$ cat config.mk
export PLATFORM = sky130hd
export DESIGN_NAME = ifm_window_loader_flat
export DESIGN_NICKNAME = d
export VERILOG_FILES = /design/src/rtl/ifm_pkg.sv /design/src/rtl/ifm_window_loader_if.sv /design/src/rtl/ifm_valid_delay.sv /design/src/rtl/ifm_window_loader.sv /design/src/flat_wrapper.sv
export SDC_FILE = /design/constraint.sdc
export NUM_CORES = 1
export LEC_CHECK = 0
export ABC_AREA = 0
export CAP_MARGIN = 20
export CORE_MARGIN = 2
export CORE_UTILIZATION = 48
export DETAILED_ROUTE_END_ITERATION = 8
export MAX_ROUTING_LAYER = met4
export PLACE_DENSITY = 0.8
export SLEW_MARGIN = 20
export SYNTH_ARGS = -nofsm -noshare
export SYNTH_HDL_FRONTEND = slang
export SYNTH_SLANG_ARGS = --single-unit
$ cat constraint.sdc
create_clock -name clk -period 4.4 [get_ports clk]
set_input_delay 0.44 -clock clk [delete_from_list [all_inputs] [get_ports clk]]
set_output_delay 0.44 -clock clk [all_outputs]
set_load 0.02 [all_outputs]
$ cat src/rtl/ifm_pkg.sv
// Shared types and sizing helpers for the IFM window loader slice.
package ifm_pkg;

  localparam int DATA_WIDTH_DEF = 16;

  typedef enum logic {
    COLLECT = 1'b0,
    FULL    = 1'b1
  } state_t;

  function automatic int window_len(input int kernel_size, input int ifm_channel);
    return kernel_size * kernel_size * ifm_channel;
  endfunction

endpackage

$ cat src/rtl/ifm_window_loader_if.sv
// Bundle of the SRAM-side capture inputs and the systolic-array window handshake.
interface ifm_window_loader_if
  import ifm_pkg::*;
#(
  parameter int DATA_WIDTH = DATA_WIDTH_DEF,
  parameter int WINDOW_LEN = 27
);

  logic                             addr_valid;
  logic [DATA_WIDTH-1:0]            ifm_data;
  logic                             load_ready;
  logic [WINDOW_LEN*DATA_WIDTH-1:0] window_data;
  logic                             window_valid;
  logic                             window_ready;
  logic                             window_partial;
  logic                             overflow_err;

  modport master (
    input  addr_valid, ifm_data, window_ready,
    output load_ready, window_data, window_valid, window_partial, overflow_err
  );

  modport slave (
    output addr_valid, ifm_data, window_ready,
    input  load_ready, window_data, window_valid, window_partial, overflow_err
  );

endinterface

$ cat src/rtl/ifm_valid_delay.sv
// Shift register that aligns addr_valid with the SRAM read data it refers to.
module ifm_valid_delay #(
  parameter int RD_LATENCY = 1
) (
  input  logic                  clk,
  input  logic                  clr,
  input  logic                  din,
  output logic                  dout,
  output logic [RD_LATENCY-1:0] taps
);

  always_ff @(posedge clk) begin
    if (clr) begin
      taps <= '0;
    end else begin
      taps[0] <= din;
      for (int i = 1; i < RD_LATENCY; i++) begin
        taps[i] <= taps[i-1];
      end
    end
  end

  assign dout = taps[RD_LATENCY-1];

endmodule

$ cat src/rtl/ifm_window_loader.sv
// Captures SRAM read data into a KxKxC window and hands it to the systolic array.
module ifm_window_loader
  import ifm_pkg::*;
#(
  parameter int KERNEL_SIZE = 3,
  parameter int IFM_CHANNEL = 3,
  parameter int DATA_WIDTH  = DATA_WIDTH_DEF,
  parameter int RD_LATENCY  = 1
) (
  input logic                clk,
  input logic                rst_n,
  ifm_window_loader_if.master bus
);

  localparam int WINDOW_LEN = window_len(KERNEL_SIZE, IFM_CHANNEL);
  localparam int IDX_W      = $clog2(WINDOW_LEN + 1);

  state_t                state;
  logic [IDX_W-1:0]      wr_idx;
  logic [DATA_WIDTH-1:0] slot [WINDOW_LEN];
  logic                  dv;
  logic                  dv_prev;
  logic [RD_LATENCY-1:0] dv_taps;

  ifm_valid_delay #(
    .RD_LATENCY(RD_LATENCY)
  ) u_valid_delay (
    .clk  (clk),
    .clr  (rst_n),
    .din  (bus.addr_valid),
    .dout (dv),
    .taps (dv_taps)
  );

  // A window is closed early when the read stream stops mid-window; the
  // unfilled tail is zeroed at that moment so old pixels never leak out.
  always_ff @(posedge clk) begin
    if (rst_n) begin
      state              <= COLLECT;
      wr_idx             <= '0;
      dv_prev            <= 1'b0;
      bus.window_valid   <= 1'b0;
      bus.window_partial <= 1'b0;
      bus.overflow_err   <= 1'b0;
      bus.load_ready     <= 1'b0;
      for (int i = 0; i < WINDOW_LEN; i++) begin
        slot[i] <= '0;
      end
    end else begin
      dv_prev        <= dv;
      bus.load_ready <= (state == COLLECT) && (wr_idx == '0) && (dv_taps == '0);
      case (state)
        COLLECT: begin
          if (dv) begin
            for (int i = 0; i < WINDOW_LEN; i++) begin
              if (wr_idx == IDX_W'(i)) slot[i] <= bus.ifm_data;
            end
            wr_idx <= wr_idx + IDX_W'(1);
            if (wr_idx == IDX_W'(WINDOW_LEN - 1)) begin
              state              <= FULL;
              bus.window_valid   <= 1'b1;
              bus.window_partial <= 1'b0;
            end
          end else if (dv_prev && (wr_idx != '0) && (wr_idx < IDX_W'(WINDOW_LEN))) begin
            for (int i = 0; i < WINDOW_LEN; i++) begin
              if (IDX_W'(i) >= wr_idx) slot[i] <= '0;
            end
            state              <= FULL;
            bus.window_valid   <= 1'b1;
            bus.window_partial <= 1'b1;
          end
        end

        FULL: begin
          if (bus.window_ready) begin
            state              <= COLLECT;
            bus.window_valid   <= 1'b0;
            bus.window_partial <= 1'b0;
            // Data landing on the handshake cycle opens the next window directly.
            if (dv) begin
              slot[0] <= bus.ifm_data;
              wr_idx  <= IDX_W'(1);
            end else begin
              wr_idx  <= '0;
            end
          end else if (dv) begin
            bus.overflow_err <= 1'b1;
          end
        end

        default: state <= COLLECT;
      endcase
    end
  end

  for (genvar g = 0; g < WINDOW_LEN; g++) begin : g_pack
    assign bus.window_data[g*DATA_WIDTH +: DATA_WIDTH] = slot[g];
  end

endmodule

$ cat src/flat_wrapper.sv
// flat-port wrapper written by rule: the top's interface ports become plain ports
module ifm_window_loader_flat import ifm_pkg::*;
#(
  parameter int KERNEL_SIZE = 3,
  parameter int IFM_CHANNEL = 3,
  parameter int DATA_WIDTH  = DATA_WIDTH_DEF,
  parameter int RD_LATENCY  = 1
)
  (clk, rst_n, bus_addr_valid, bus_ifm_data, bus_window_ready, bus_load_ready, bus_window_data, bus_window_valid, bus_window_partial, bus_overflow_err);
  ifm_window_loader_if #(.DATA_WIDTH(DATA_WIDTH)) bus_i ();
  input logic clk;
  input logic rst_n;
  input wire logic [$bits(bus_i.addr_valid)-1:0] bus_addr_valid;
  input wire logic [$bits(bus_i.ifm_data)-1:0] bus_ifm_data;
  input wire logic [$bits(bus_i.window_ready)-1:0] bus_window_ready;
  output wire logic [$bits(bus_i.load_ready)-1:0] bus_load_ready;
  output wire logic [$bits(bus_i.window_data)-1:0] bus_window_data;
  output wire logic [$bits(bus_i.window_valid)-1:0] bus_window_valid;
  output wire logic [$bits(bus_i.window_partial)-1:0] bus_window_partial;
  output wire logic [$bits(bus_i.overflow_err)-1:0] bus_overflow_err;
  assign bus_i.addr_valid = bus_addr_valid;
  assign bus_i.ifm_data = bus_ifm_data;
  assign bus_i.window_ready = bus_window_ready;
  assign bus_load_ready = bus_i.load_ready;
  assign bus_window_data = bus_i.window_data;
  assign bus_window_valid = bus_i.window_valid;
  assign bus_window_partial = bus_i.window_partial;
  assign bus_overflow_err = bus_i.overflow_err;
  ifm_window_loader #(.KERNEL_SIZE(KERNEL_SIZE), .IFM_CHANNEL(IFM_CHANNEL), .DATA_WIDTH(DATA_WIDTH), .RD_LATENCY(RD_LATENCY)) u_core (.clk(clk), .rst_n(rst_n), .bus(bus_i));
endmodule
==> results.md <==
- Largest reg by FF count: u_core.slot
- Crit-path max FO: 16
- Synth unique cells: 52
- Hold buffer count at cts: 0
- # IOs: around 460
- P_leak: around 8.3 nW
- Status: finished clean
- Fmax: just over 0.3 GHz
- Share of cells above drive strength 1: 0.0676
- Initial antenna violation count: 2
- Reg2Reg Launch Point: u_core.wr_idx[1]$_SDFFE_PP0P_
- Crit Reg-Reg Endpoint: u_core.slot[2][10]$_SDFFCE_PP0P_
- Post-synth ARST share: 0
- Crit path kind: reg -> reg
- CP top delay family: simple AND/OR/NAND/NOR gates
- Crit-path cells: inv_1 -> ha_1 -> or4b_1 -> nand3_2 -> nor3_1 -> a211o_1
- CP arrival: approximately 3500 ps
- Cell area after synthesis: between 15000 and 20000 sq um
- Row count: 68
- Multi-input logic area: approximately 5000 sq um
- Worst R2R Setup Slack: between 1000 and 1500 ps
- VDD IR max: between 0.3 and 0.4 mV
- Worst Setup End Kind: flip-flop
- Largest register FFs: roughly 430
- Clock Root Buffer: clkbuf_16
- Largest regs: u_core.slot (432), u_core.wr_idx (5)
- Total track usage: 0.289
- Hold Violations, Final: 0
- Final setup fails: 0
- Dpl hpwl: 34700 microns
- Core area: about 35000 sq um
- Syn avg cell area: roughly 12 sq um
- Min Hold Slack: about 290 ps
- Wire per inst: about 23 microns
- Width of the die: roughly 190 microns
- Area Overhead vs Synth: 37.5%
- Reg area: 11500 sq um
- Cell-internal power: slightly below 7 mW
- R2r worst-path depth: 6
- Setup TNS: 0 ps
- Clk pin slew, worst setup/hold paths: 70 ps
- Die height: approximately 190 microns
- Detailed-route via count: between 10000 and 15000
- Final worst slack: about 1100 ps
- Hold Crit Start: rst_n
- Final period utilization: 0.754
- Clock share of power: 0.417
- PortBufs: 455
- Comb power frac: 0.071
- Post-cts resize count: 0
- Clk Latency, worst-skew pair: between 500 and 600 ps
- First-pass GRT wire length: 76000 microns
- Worst Clk Skew: ~22 ps
- Htree depth: 2
- TritonCTS clock tree: done
- Residual DRC: 0
- Hold Crit Class: in -> reg
- Pwr Density: around 380 nW/um^2
- Ys Warns: 0
- Total gr overflow: 0
- Sink Count: between 400 and 500
- DR vias/cell: between 5 and 6
- Vias in the first global route: about 12000
- Top FF cell, synth: edfxtp_1
- Final min period: 3320 ps
- RSZ-0062 raised after global routing: false
- Final core occ: 0.670
- Sequential power share: 0.511
- Pin count of the biggest net entering global routing: 28
- DP Worst Slack: between 1000 and 1500 ps
- Crit start category: flip-flop
- Final Max Slew Viols: 0
- Maximum capacitance violations: 0
- Starting Density: 0.488
- CP required: around 4600 ps
- Post-synth net total: 1459
- Layout fillers: between 2000 and 3000
- Slew of the pin with the lowest slew margin: between 1000 and 1500 ps
- Synth Instances: between 1000 and 1500
- Slew Limit Headroom: 0.239
- Hold EP: u_core.wr_idx[0]$_SDFFE_PP0P_
- Num CTS Buffers: 44
- DR iter-0 viols: 909
- Die area: about 37000 sq um
- Final ANT Viol Nets: 0
- Post-Route WL: roughly 53000 microns
- Power Total: approximately 8.9 mW
- Slowest cell on crit path: a211o_1
- #FFs+latches synth: between 400 and 500
- Max incr delay on CP: 700 ps
- Psw: about 2.0 mW
- Register area share after synthesis: 0.678
- Most common cell after layout, fill and taps aside: clkdlybuf4s50_1
- Routability cong.: 0.893
- Most frequent cells in the layout: 453 x clkdlybuf4s50_1, 256 x edfxtp_1, 241 x and2_1
- Setup Fix Bufs, Post-CTS: 0
- Hold path depth: 2
- Switching part of the total: 0.226
- Buf/Inv on CP: 1
- Final nets: 1868
- CTS max path bufs: 3
- EDFF count, synth: roughly 260
- Drt pass-1 iters: 7
## cell type report
cell class | instances | share of cell area
inverter | 6 | 0.000970
sequential | 444 | 0.493
multi-input combinational | 863 | 0.215
clock buffer | 60 | 0.0522
tap | 455 | 0.0245
clock inverter | 19 | 0.00857
timing repair buffer | 486 | 0.206
antenna | 2 | 0.000216
## cell usage after synthesis (6+ instances only)
library cell / number / area share
buf_2: 14 / 0.0041
and2_1: 241 / 0.089
nand2_1: 215 / 0.048
mux2i_1: 48 / 0.028
nor3_2: 11 / 0.0065
clkbuf_1: 99 / 0.022
a22oi_1: 32 / 0.014
and3_1: 18 / 0.0067
dfxtp_1: 188 / 0.22
nor2_1: 93 / 0.021
o21ai_0: 7 / 0.0021
or3_1: 12 / 0.0044
a21oi_1: 109 / 0.032
inv_1: 6 / 0.0013
nor3_1: 7 / 0.0021
a211o_1: 10 / 0.0052
edfxtp_1: 256 / 0.46
nand3_1: 6 / 0.0018
## metal layers
| layer | up-vias | wire length, microns | global-route usage |
|---|---|---|---|
| met3 | 120 | 4180 | 0.0583 |
| met2 | 617 | 25900 | 0.469 |
| li1 | 5706 | - | - |
| met1 | 6154 | 20800 | 0.359 |
| met4 | 0 | 1860 | 0.109 |
| met5 | - | 0 | - |
## cells by family (layout without fill, tap and decap cells)
kind of cell	after synthesis	after routing	share of synthesized area
AND/OR/NAND/NOR	629	629	0.193
XOR/XNOR	1	1	0.000519
flip-flops	444	444	0.678
other	0	2	0
buffers and inverters	129	571	0.0317
multiplexers	48	48	0.0284
adder cells (fa/ha/maj)	3	3	0.00222
AO/OA/AOI/OAI	182	182	0.0659
## stage by stage
step / cells / cell area (sq um)
after detailed placement: 2254 / 21800
final: 2335 / 23200
after global placement: 2254 / 21800
after global routing: 2335 / 23200
after CTS: 2333 / 23200
after floorplan: 1436 / 16900
## worst max-delay path by stage
stage	from	end	depth (start not counted)
6_report	u_core.wr_idx[1]$_SDFFE_PP0P_	u_core.slot[2][10]$_SDFFCE_PP0P_	6
5_1_grt	u_core.wr_idx[1]$_SDFFE_PP0P_	u_core.slot[2][10]$_SDFFCE_PP0P_	6
4_1_cts	u_core.u_valid_delay.dout$_SDFF_PP0_	u_core.slot[3][48]$_SDFFCE_PP0P_	3
3_5_place_dp	rst_n	u_core.slot[3][48]$_SDFFCE_PP0P_	4
3_3_place_gp	u_core.wr_idx[1]$_SDFFE_PP0P_	u_core.slot[2][1]$_SDFFCE_PP0P_	6
2_1_floorplan	u_core.wr_idx[1]$_SDFFE_PP0P_	u_core.slot[0][0]$_DFFE_PP_	7
## worst reg2reg max path, cell delays in order, from the launching register on
cell	delay [ps]
dfxtp_1	680
inv_1	180
ha_1	310
or4b_1	310
nand3_2	140
nor3_1	600
a211o_1	700
## power groups by stage
stage               combinational, mW  sequential (mW)  clock, mW
floorplan                       0.154             4.75          0
detailed placement              0.629             4.63          0
global placement                0.623             4.63          0
finish                          0.633             4.54       3.71
CTS                             0.631             4.54       3.73
global route                    0.656             4.55       3.90
No activity file was read; power rests on OpenSTA's default activity.
